[src/rtl/fare_ledger_if.sv]
// Fare-protocol and station-admin bus between the gate/admin side (master) and fare_ledger (slave).
interface fare_ledger_if #(
  parameter int unsigned ID_W  = 3,
  parameter int unsigned BAL_W = 12
);
  logic             nfc;
  logic [ID_W-1:0]  card_id;
  logic             reduce_bal;
  logic             topup_valid;
  logic [ID_W-1:0]  topup_id;
  logic [BAL_W-1:0] topup_amt;
  logic             prov_valid;
  logic [ID_W-1:0]  prov_id;
  logic             prov_active;
  logic             prov_monthly;
  logic             card_active;
  logic             monthly;
  logic             fund_enough;
  logic [BAL_W-1:0] bal_out;
  logic             busy;
  logic             deduct_done;
  logic             err_underflow;

  modport master (
    output nfc, card_id, reduce_bal, topup_valid, topup_id, topup_amt,
           prov_valid, prov_id, prov_active, prov_monthly,
    input  card_active, monthly, fund_enough, bal_out, busy, deduct_done, err_underflow
  );

  modport slave (
    input  nfc, card_id, reduce_bal, topup_valid, topup_id, topup_amt,
           prov_valid, prov_id, prov_active, prov_monthly,
    output card_active, monthly, fund_enough, bal_out, busy, deduct_done, err_underflow
  );
endinterface

[src/rtl/fare_ledger.sv]
// Card ledger responder: snapshots qualifiers on a tap, deducts the fare on reduce_bal,
// and applies admin top-ups / provisioning on any cycle.
module fare_ledger #(
  parameter int unsigned NUM_CARDS   = 8,
  parameter int unsigned ID_W        = 3,
  parameter int unsigned BAL_W       = 12,
  parameter int unsigned FARE        = 300,
  parameter int unsigned HOLD_CYCLES = 8
) (
  input  logic         clk,
  input  logic         reset,
  fare_ledger_if.slave bus
);
  localparam int unsigned TMR_W = $clog2(HOLD_CYCLES);
  localparam int unsigned SUM_W = BAL_W + 1;
  localparam logic [BAL_W-1:0] FARE_V    = BAL_W'(FARE);
  localparam logic [BAL_W-1:0] BAL_MAX   = {BAL_W{1'b1}};
  localparam logic [TMR_W-1:0] HOLD_LAST = TMR_W'(HOLD_CYCLES - 1);

  typedef enum logic [1:0] {S_IDLE, S_HOLD, S_DEDUCT} state_t;

  state_t state_q, state_d;
  logic [TMR_W-1:0] timer_q, timer_d;
  logic [ID_W-1:0]  cur_id_q, cur_id_d;

  logic [NUM_CARDS-1:0][BAL_W-1:0] led_bal_q, led_bal_d;
  logic [NUM_CARDS-1:0]            led_act_q, led_act_d;
  logic [NUM_CARDS-1:0]            led_mon_q, led_mon_d;

  logic             card_active_q, card_active_d;
  logic             monthly_q, monthly_d;
  logic             fund_enough_q, fund_enough_d;
  logic [BAL_W-1:0] bal_out_q, bal_out_d;
  logic             busy_q, busy_d;
  logic             deduct_done_q, deduct_done_d;
  logic             err_underflow_q, err_underflow_d;

  logic             tap_act, tap_mon, cur_act, cur_mon, deduct_ok;
  logic [BAL_W-1:0] tap_bal, cur_bal;
  logic [SUM_W-1:0] sum;

  // Ledger reads for the tapped id and the open transaction; unmatched ids read as empty.
  always_comb begin : ledger_read
    tap_act = 1'b0;
    tap_mon = 1'b0;
    tap_bal = '0;
    cur_act = 1'b0;
    cur_mon = 1'b0;
    cur_bal = '0;
    for (int i = 0; i < int'(NUM_CARDS); i++) begin
      if (bus.card_id == ID_W'(i)) begin
        tap_act = led_act_q[i];
        tap_mon = led_mon_q[i];
        tap_bal = led_bal_q[i];
      end
      if (cur_id_q == ID_W'(i)) begin
        cur_act = led_act_q[i];
        cur_mon = led_mon_q[i];
        cur_bal = led_bal_q[i];
      end
    end
  end

  always_comb begin : next_state
    state_d         = state_q;
    timer_d         = timer_q;
    cur_id_d        = cur_id_q;
    card_active_d   = card_active_q;
    monthly_d       = monthly_q;
    fund_enough_d   = fund_enough_q;
    bal_out_d       = bal_out_q;
    busy_d          = busy_q;
    deduct_done_d   = 1'b0;
    err_underflow_d = 1'b0;
    deduct_ok       = 1'b0;
    case (state_q)
      S_IDLE: begin
        if (bus.nfc) begin
          state_d       = S_HOLD;
          timer_d       = '0;
          cur_id_d      = bus.card_id;
          card_active_d = tap_act;
          monthly_d     = tap_mon & tap_act;
          fund_enough_d = (tap_bal >= FARE_V) & tap_act;
          bal_out_d     = tap_bal;
          busy_d        = 1'b1;
        end else begin
          card_active_d = 1'b0;
          monthly_d     = 1'b0;
          fund_enough_d = 1'b0;
          bal_out_d     = '0;
          busy_d        = 1'b0;
        end
      end
      S_HOLD: begin
        if (bus.reduce_bal) begin
          state_d = S_DEDUCT;
        end else if (timer_q == HOLD_LAST) begin
          state_d       = S_IDLE;
          card_active_d = 1'b0;
          monthly_d     = 1'b0;
          fund_enough_d = 1'b0;
          bal_out_d     = '0;
          busy_d        = 1'b0;
        end else begin
          timer_d = timer_q + TMR_W'(1);
        end
      end
      S_DEDUCT: begin
        // Outputs stay visible for one more cycle; the idle edge clears them.
        state_d = S_IDLE;
        if (!cur_act) begin
          err_underflow_d = 1'b1;
        end else if (cur_mon) begin
          deduct_done_d = 1'b1;
        end else if (cur_bal >= FARE_V) begin
          deduct_ok     = 1'b1;
          deduct_done_d = 1'b1;
          bal_out_d     = cur_bal - FARE_V;
        end else begin
          err_underflow_d = 1'b1;
        end
      end
      default: state_d = S_IDLE;
    endcase
  end

  // Deduct first, then saturating top-up, so a coincident pair yields sat(bal - FARE + amt).
  always_comb begin : ledger_next
    led_bal_d = led_bal_q;
    led_act_d = led_act_q;
    led_mon_d = led_mon_q;
    sum       = '0;
    for (int i = 0; i < int'(NUM_CARDS); i++) begin
      sum = {1'b0, led_bal_q[i]};
      if (deduct_ok && (cur_id_q == ID_W'(i))) begin
        sum = sum - SUM_W'(FARE);
      end
      if (bus.topup_valid && (bus.topup_id == ID_W'(i))) begin
        sum = sum + {1'b0, bus.topup_amt};
      end
      led_bal_d[i] = sum[BAL_W] ? BAL_MAX : sum[BAL_W-1:0];
      if (bus.prov_valid && (bus.prov_id == ID_W'(i))) begin
        led_act_d[i] = bus.prov_active;
        led_mon_d[i] = bus.prov_monthly;
      end
    end
  end

  always_ff @(posedge clk or posedge reset) begin
    if (reset) begin
      state_q         <= S_IDLE;
      timer_q         <= '0;
      cur_id_q        <= '0;
      led_bal_q       <= '0;
      led_act_q       <= '0;
      led_mon_q       <= '0;
      card_active_q   <= 1'b0;
      monthly_q       <= 1'b0;
      fund_enough_q   <= 1'b0;
      bal_out_q       <= '0;
      busy_q          <= 1'b0;
      deduct_done_q   <= 1'b0;
      err_underflow_q <= 1'b0;
    end else begin
      state_q         <= state_d;
      timer_q         <= timer_d;
      cur_id_q        <= cur_id_d;
      led_bal_q       <= led_bal_d;
      led_act_q       <= led_act_d;
      led_mon_q       <= led_mon_d;
      card_active_q   <= card_active_d;
      monthly_q       <= monthly_d;
      fund_enough_q   <= fund_enough_d;
      bal_out_q       <= bal_out_d;
      busy_q          <= busy_d;
      deduct_done_q   <= deduct_done_d;
      err_underflow_q <= err_underflow_d;
    end
  end

  assign bus.card_active   = card_active_q;
  assign bus.monthly       = monthly_q;
  assign bus.fund_enough   = fund_enough_q;
  assign bus.bal_out       = bal_out_q;
  assign bus.busy          = busy_q;
  assign bus.deduct_done   = deduct_done_q;
  assign bus.err_underflow = err_underflow_q;
endmodule

[src/flat_wrapper.sv]
// flat-port wrapper written by rule: the top's interface ports become plain ports
module fare_ledger_flat 
#(
  parameter int unsigned NUM_CARDS   = 8,
  parameter int unsigned ID_W        = 3,
  parameter int unsigned BAL_W       = 12,
  parameter int unsigned FARE        = 300,
  parameter int unsigned HOLD_CYCLES = 8
)
  (clk, reset, bus_nfc, bus_card_id, bus_reduce_bal, bus_topup_valid, bus_topup_id, bus_topup_amt, bus_prov_valid, bus_prov_id, bus_prov_active, bus_prov_monthly, bus_card_active, bus_monthly, bus_fund_enough, bus_bal_out, bus_busy, bus_deduct_done, bus_err_underflow);
  fare_ledger_if #(.ID_W(ID_W), .BAL_W(BAL_W)) bus_i ();
  input  logic clk;
  input  logic reset;
  input wire logic [$bits(bus_i.nfc)-1:0] bus_nfc;
  input wire logic [$bits(bus_i.card_id)-1:0] bus_card_id;
  input wire logic [$bits(bus_i.reduce_bal)-1:0] bus_reduce_bal;
  input wire logic [$bits(bus_i.topup_valid)-1:0] bus_topup_valid;
  input wire logic [$bits(bus_i.topup_id)-1:0] bus_topup_id;
  input wire logic [$bits(bus_i.topup_amt)-1:0] bus_topup_amt;
  input wire logic [$bits(bus_i.prov_valid)-1:0] bus_prov_valid;
  input wire logic [$bits(bus_i.prov_id)-1:0] bus_prov_id;
  input wire logic [$bits(bus_i.prov_active)-1:0] bus_prov_active;
  input wire logic [$bits(bus_i.prov_monthly)-1:0] bus_prov_monthly;
  output wire logic [$bits(bus_i.card_active)-1:0] bus_card_active;
  output wire logic [$bits(bus_i.monthly)-1:0] bus_monthly;
  output wire logic [$bits(bus_i.fund_enough)-1:0] bus_fund_enough;
  output wire logic [$bits(bus_i.bal_out)-1:0] bus_bal_out;
  output wire logic [$bits(bus_i.busy)-1:0] bus_busy;
  output wire logic [$bits(bus_i.deduct_done)-1:0] bus_deduct_done;
  output wire logic [$bits(bus_i.err_underflow)-1:0] bus_err_underflow;
  assign bus_i.nfc = bus_nfc;
  assign bus_i.card_id = bus_card_id;
  assign bus_i.reduce_bal = bus_reduce_bal;
  assign bus_i.topup_valid = bus_topup_valid;
  assign bus_i.topup_id = bus_topup_id;
  assign bus_i.topup_amt = bus_topup_amt;
  assign bus_i.prov_valid = bus_prov_valid;
  assign bus_i.prov_id = bus_prov_id;
  assign bus_i.prov_active = bus_prov_active;
  assign bus_i.prov_monthly = bus_prov_monthly;
  assign bus_card_active = bus_i.card_active;
  assign bus_monthly = bus_i.monthly;
  assign bus_fund_enough = bus_i.fund_enough;
  assign bus_bal_out = bus_i.bal_out;
  assign bus_busy = bus_i.busy;
  assign bus_deduct_done = bus_i.deduct_done;
  assign bus_err_underflow = bus_i.err_underflow;
  fare_ledger #(.NUM_CARDS(NUM_CARDS), .ID_W(ID_W), .BAL_W(BAL_W), .FARE(FARE), .HOLD_CYCLES(HOLD_CYCLES)) u_core (.clk(clk), .reset(reset), .bus(bus_i));
endmodule
[config.mk]
export PLATFORM = sky130hd
export DESIGN_NAME = fare_ledger_flat
export DESIGN_NICKNAME = d
export VERILOG_FILES = /design/src/rtl/fare_ledger_if.sv /design/src/rtl/fare_ledger.sv /design/src/flat_wrapper.sv
export SDC_FILE = /design/constraint.sdc
export NUM_CORES = 1
export LEC_CHECK = 0
export BUFFER_PORTS_ARGS = -buffer_cell sky130_fd_sc_hd__buf_4
export CAP_MARGIN = 20
export CORE_MARGIN = 5
export CORE_UTILIZATION = 35
export CTS_BUF_LIST = sky130_fd_sc_hd__clkbuf_16
export DETAILED_ROUTE_END_ITERATION = 6
export SKIP_LAST_GASP = 1
export SLEW_MARGIN = 20
export SYNTH_ARGS = -nofsm -noshare
export SYNTH_HDL_FRONTEND = slang
export SYNTH_SLANG_ARGS = --single-unit
[constraint.sdc]
create_clock -name clk -period 10.6 [get_ports clk]
set_input_delay 2.65 -clock clk [delete_from_list [all_inputs] [get_ports clk]]
set_output_delay 2.65 -clock clk [all_outputs]
set_load 0.03 [all_outputs]
### After elaboration in Yosys (flattened, before gate mapping)

Cells that the tools add are included.

* bits in registers: 138
* input port bits: 29
* output and inout port bits: 18
* word-level logic and storage cells: 239

* add/subtract/negate cells: 18
* order comparisons: 2
* eq/ne operators: 39
* mux-type cells: 108
* bitwise gates (word level): 2
* reduce and logical (&&, ||, !) cells: 36

Operator list (count)
* $mux W12: 30
* $mux W13: 16
* $add A13 B12 Y13: 8
* $sub A12 B9 Y13 const B: 8
* $eq A3 B3 Y1 const B: 17
* $mux W1: 49
* $pmux W12 S3: 1
* $eq A3 B2 Y1 const B: 8
* $ge A12 B9 Y1 const B: 2
* $logic_and A1 B1 Y1: 24
* $eq A3 B1 Y1 const B: 4
* $logic_not A3 Y1: 4
* $sub A12 B9 Y12 const B: 1
* $mux W3: 3
* $ne A2 B2 Y1 const B: 4
* $pmux W1 S2: 4
* $mux W2: 3
* $ne A2 B1 Y1 const B: 3
* $pmux W3 S2: 1
* $reduce_and A6 Y1: 1
* $pmux W2 S2: 1
* $reduce_and A2 Y1: 2
* $reduce_and A4 Y1: 1
* $add A3 B1 Y3 const B: 1
* other kinds (8): 9

### Logic depth before layout (Yosys ltp)

* word-level depth: 19
* mapped depth: 26
* gate-level depth less buffers: 20

### Worst setup path before layout

No wires, ideal clock.

* kind: register to register
* from: register u_core.cur_id_q[0]
* to: register u_core.led_bal_q[29] in the netlist's numbering
* library setup time: 0.145 ns
* arrival time: 5.754 ns
* path slack: 4.701 ns
* stages on the path, launching flop included: 26
* path buffers: 6
* cells stage by stage: dfrtp_1 > buf_6 > buf_12 > buf_8 > buf_6 > clkbuf_1 > mux2_2 > a221o_1 > a32oi_1 > inv_1 > ha_1 > o221ai_2 > a21oi_2 > o2111ai_1 > nor2_1 > xnor2_1 > inv_1 > ha_1 > a21o_1 > and3_1 > a2111oi_0 > a21oi_1 > a41oi_1 > xnor2_1 > clkbuf_1 > o211ai_1

RTL lines
* start: declaration: line fare_ledger.sv:24 `logic [ID_W-1:0] cur_id_q, cur_id_d;`
* start signal: assignment: line fare_ledger.sv:168 `cur_id_q <= cur_id_d;`
* end signal: assignment: line fare_ledger.sv:169 `led_bal_q <= led_bal_d;`
* end: declaration: line fare_ledger.sv:26 `logic [NUM_CARDS-1:0][BAL_W-1:0] led_bal_q, led_bal_d;`

==> results_dict.tcl <==
set metrics [dict create \
    final_min_period_over_clock_period_pct 65.3 \
    antenna_cells 0 \
    post_cts.repair.setup_buffers 0 \
    initial_core_util_pct 35.2 \
    hold_violations 0 \
    drt-vias-per-instance 5.70 \
    clock_latency_ps 440 \
    port-buffer-count 46 \
    grt_util_all_layers_pct 19.5 \
    power_per_cell_area_nw_per_um2 307 \
    clock_tree.htree_level_count 4 \
    timing.final.max_slew_violations 0 \
    slew_hr_pct 33.5 \
    crit_buf_inv 3 \
    ctsHoldBuffers 0 \
    final_period_minus_worst_setup_slack_ps 6920 \
    worst_slack_ps 3680 \
    ys_seq_area_share_pct 24.7 \
    cts.repair.resized 0 \
    asyncSetResetFlopFracSynth_pct 100 \
    global_route.overflow_total 0 \
    core_area_sq_um 39600 \
    cell_by_cell_trace_of_the_critical_path "buf_4, nor2b_1, a221o_1, a32oi_1, inv_1, ha_1, o221ai_2, a21oi_2, o2111ai_1, or3_1, xor2_1, inv_1, ha_1, and3_1, a2111oi_0, a21oi_1, a41oi_1, xnor2_1, o21ai_0" \
    achievable-frequency_mhz 145 \
    vias 12300 \
    hold_slack_ps 479 \
    utilization_pct 38.7 \
    post-synth-top-area-fraction_pct 24.7 \
    crit_family "compound AO/OA/AOI/OAI gates" \
    synth.largest_area_cell "sky130_fd_sc_hd__dfrtp_1" \
    die_area_sq_um 44000 \
    wl_mm 43.3 \
    areaGrowthSynthToFinish_pct 9.89 \
    die_h_um 210 \
    grt_start_max_net_pins 85 \
    worst-slew-pin-transition_ps 997 \
    fillCellCount 4054 \
    timing.clock.skew_ps 14.6 \
    drt_iter0_markers 1051 \
    clock_path_buffers 2 \
    yosys-top-cells-count "138 x sky130_fd_sc_hd__dfrtp_1, 138 x sky130_fd_sc_hd__nand2_1, 136 x sky130_fd_sc_hd__nor2_1" \
    worst-endpoint-arrival_ps 7190 \
    worst_ep_required_time_ps 10870 \
    ys_dominant_reg_cell "sky130_fd_sc_hd__dfrtp_1" \
    cts-buffers-inserted 17 \
    status "completed" \
    clk_pin_slew_worst_paths_ps 70 \
    ys_top_cells_by_area "sky130_fd_sc_hd__dfrtp_1 25%, sky130_fd_sc_hd__ha_1 11%, sky130_fd_sc_hd__xnor2_1 4.8%, sky130_fd_sc_hd__mux4_2 4.2%, sky130_fd_sc_hd__nand2_1 3.7%" \
    numClockSinks 138 \
    vdd_drop_max_mv 0.141 \
    finish.net_count 1783 \
    synth.cell_area_sq_um 14000 \
    setup_tns_ps 0 \
    synth.net_count 1768 \
    synth.distinct_cells 84 \
    boundaryPins 47 \
    yosysWarnings 0 \
    multiInputGateArea_sq_um 9990 \
    postSynthRegisterBits 138 \
    synth.avg_cell_area_sq_um 8.70 \
    gp_congestion 0.882 \
    power.leakage_nw 6.31 \
    maxCapViolCount 0 \
    grt_pass1_vias 11900 \
    endpoint_kind "flop" \
    die_width_um 210 \
    rsz0062_at_grt "no" \
    startpoint_kind_of_the_worst_setup_timing_path "flop" \
    setup_viol 0 \
    cts_tree "built" \
    fp-row-count 73 \
    critPathMaxFanout 44 \
    post-route-drc-count 0 \
    timing.critical_path.slowest_stage_cell "sky130_fd_sc_hd__nor2b_1" \
    timing.setup.critical_path_class "reg2reg" \
    drive_above_1_share_pct 12.9 \
    detailedRoute.firstPassIterationCount 7 \
    grt_pass1_wl_mm 68.3 \
    power_mw 4.70 \
    antenna_violating_nets_post_route 0 \
    clock_root_buffer "sky130_fd_sc_hd__clkbuf_16" \
    dpl.hpwl_mm 33.0 \
    synth_edf_count 0 \
    register_area_sq_um 3450 \
    dpl_worst_slack_ps 3830 \
    hp-class "reg2reg" \
    route.detailed.wl_per_inst_um 20.1 \
    post_synth_inst_count 1604 \
    crit_path_max_incr_delay_ps 780 \
    number_of_antenna_violations_at_the_first_check_in_global_routing 0 \
]
area by class of cell:
class | instances | share of cell area [%]
Sequential cell | 138 | 22.5
Timing Repair Buffer | 59 | 2.89
Inverter | 64 | 1.60
Clock inverter | 15 | 0.840
Tap cell | 525 | 4.28
Clock buffer | 17 | 2.77
Multi-Input combinational cell | 1339 | 65.1
cell usage in the layout, fill, tap and decap left out, drive strengths merged, types with 11 or more instances in the layout:
cell,count
and2,11
o21ai,98
mux4,29
a211o,14
nor3,69
mux2i,31
or2,23
nor2b,18
buf,59
nor4,15
a31oi,22
nand2,138
xor2,59
ha,127
nand3,39
a21oi,83
o21a,21
a21o,32
or3,18
mux2,47
dfrtp,138
nor2,136
and3,12
xnor2,78
nand2b,27
o211ai,54
clkbuf,17
inv,67
power breakdown:
group	total (mW)	internal, mW	switching [mW]	leakage [nW]
logic	2.94	1.32	1.62	4.42
registers	1.19	0.759	0.431	1.61
clock network	0.577	0.322	0.254	0.278
total	4.70	2.40	2.30	6.31
final timing paths:
kind                            cells past startpoint  slack, ps                    to               start
worst max-delay path                               19       3680  u_core.led_bal_q[27]  u_core.cur_id_q[0]
worst min-delay path                                1        480       u_core.bus.busy     u_core.bus.busy
worst max register to register                     19       3680  u_core.led_bal_q[27]  u_core.cur_id_q[0]
worst min register to register                      1        480       u_core.bus.busy     u_core.bus.busy
max in group asynchronous                           3       6970    u_core.cur_id_q[0]               reset
min in group asynchronous                           2       2350  u_core.led_bal_q[93]               reset
sequential cells by signal (all words and copies together) (netlist names), 2 cells and up:
register and count:
u_core.led_bal_q 96, u_core.cur_id_q 3, u_core.led_mon_q 8, u_core.bus.bal_out 12
u_core.led_act_q 8, u_core.state_q 2, u_core.timer_q 3
per-layer routing:
| layer | wire (um) | up-vias | share of wire (%) | track usage, % |
|---|---|---|---|---|
| met5 | 0 | - | 0 | 0 |
| met4 | 997 | 0 | 2.3 | 5.24 |
| met3 | 2340 | 48 | 5.4 | 2.36 |
| met2 | 20500 | 362 | 47 | 32.7 |
| met1 | 19400 | 5949 | 45 | 26.7 |
| li1 | - | 5935 | - | - |
kinds of logic after synthesis:
| kind of cell | share of synthesized area [%] |
|---|---|
| buffers and inverters | 3.91 |
| adders and majority gates | 12.5 |
| and+or+nand+nor | 18.7 |
| muxes | 10.8 |
| AOI/OAI and AO/OA | 20.6 |
| DFF | 24.7 |
| xor gates and xnor gates | 8.65 |
through the flow:
stage          instances  cell area, sq um
2_1_floorplan       1604             14000
3_5_place_dp        2125             14800
6_report            2157             15300
3_3_place_gp        2125             14800
4_1_cts             2157             15300
5_1_grt             2157             15300
Power figures use the tool's default switching activity.
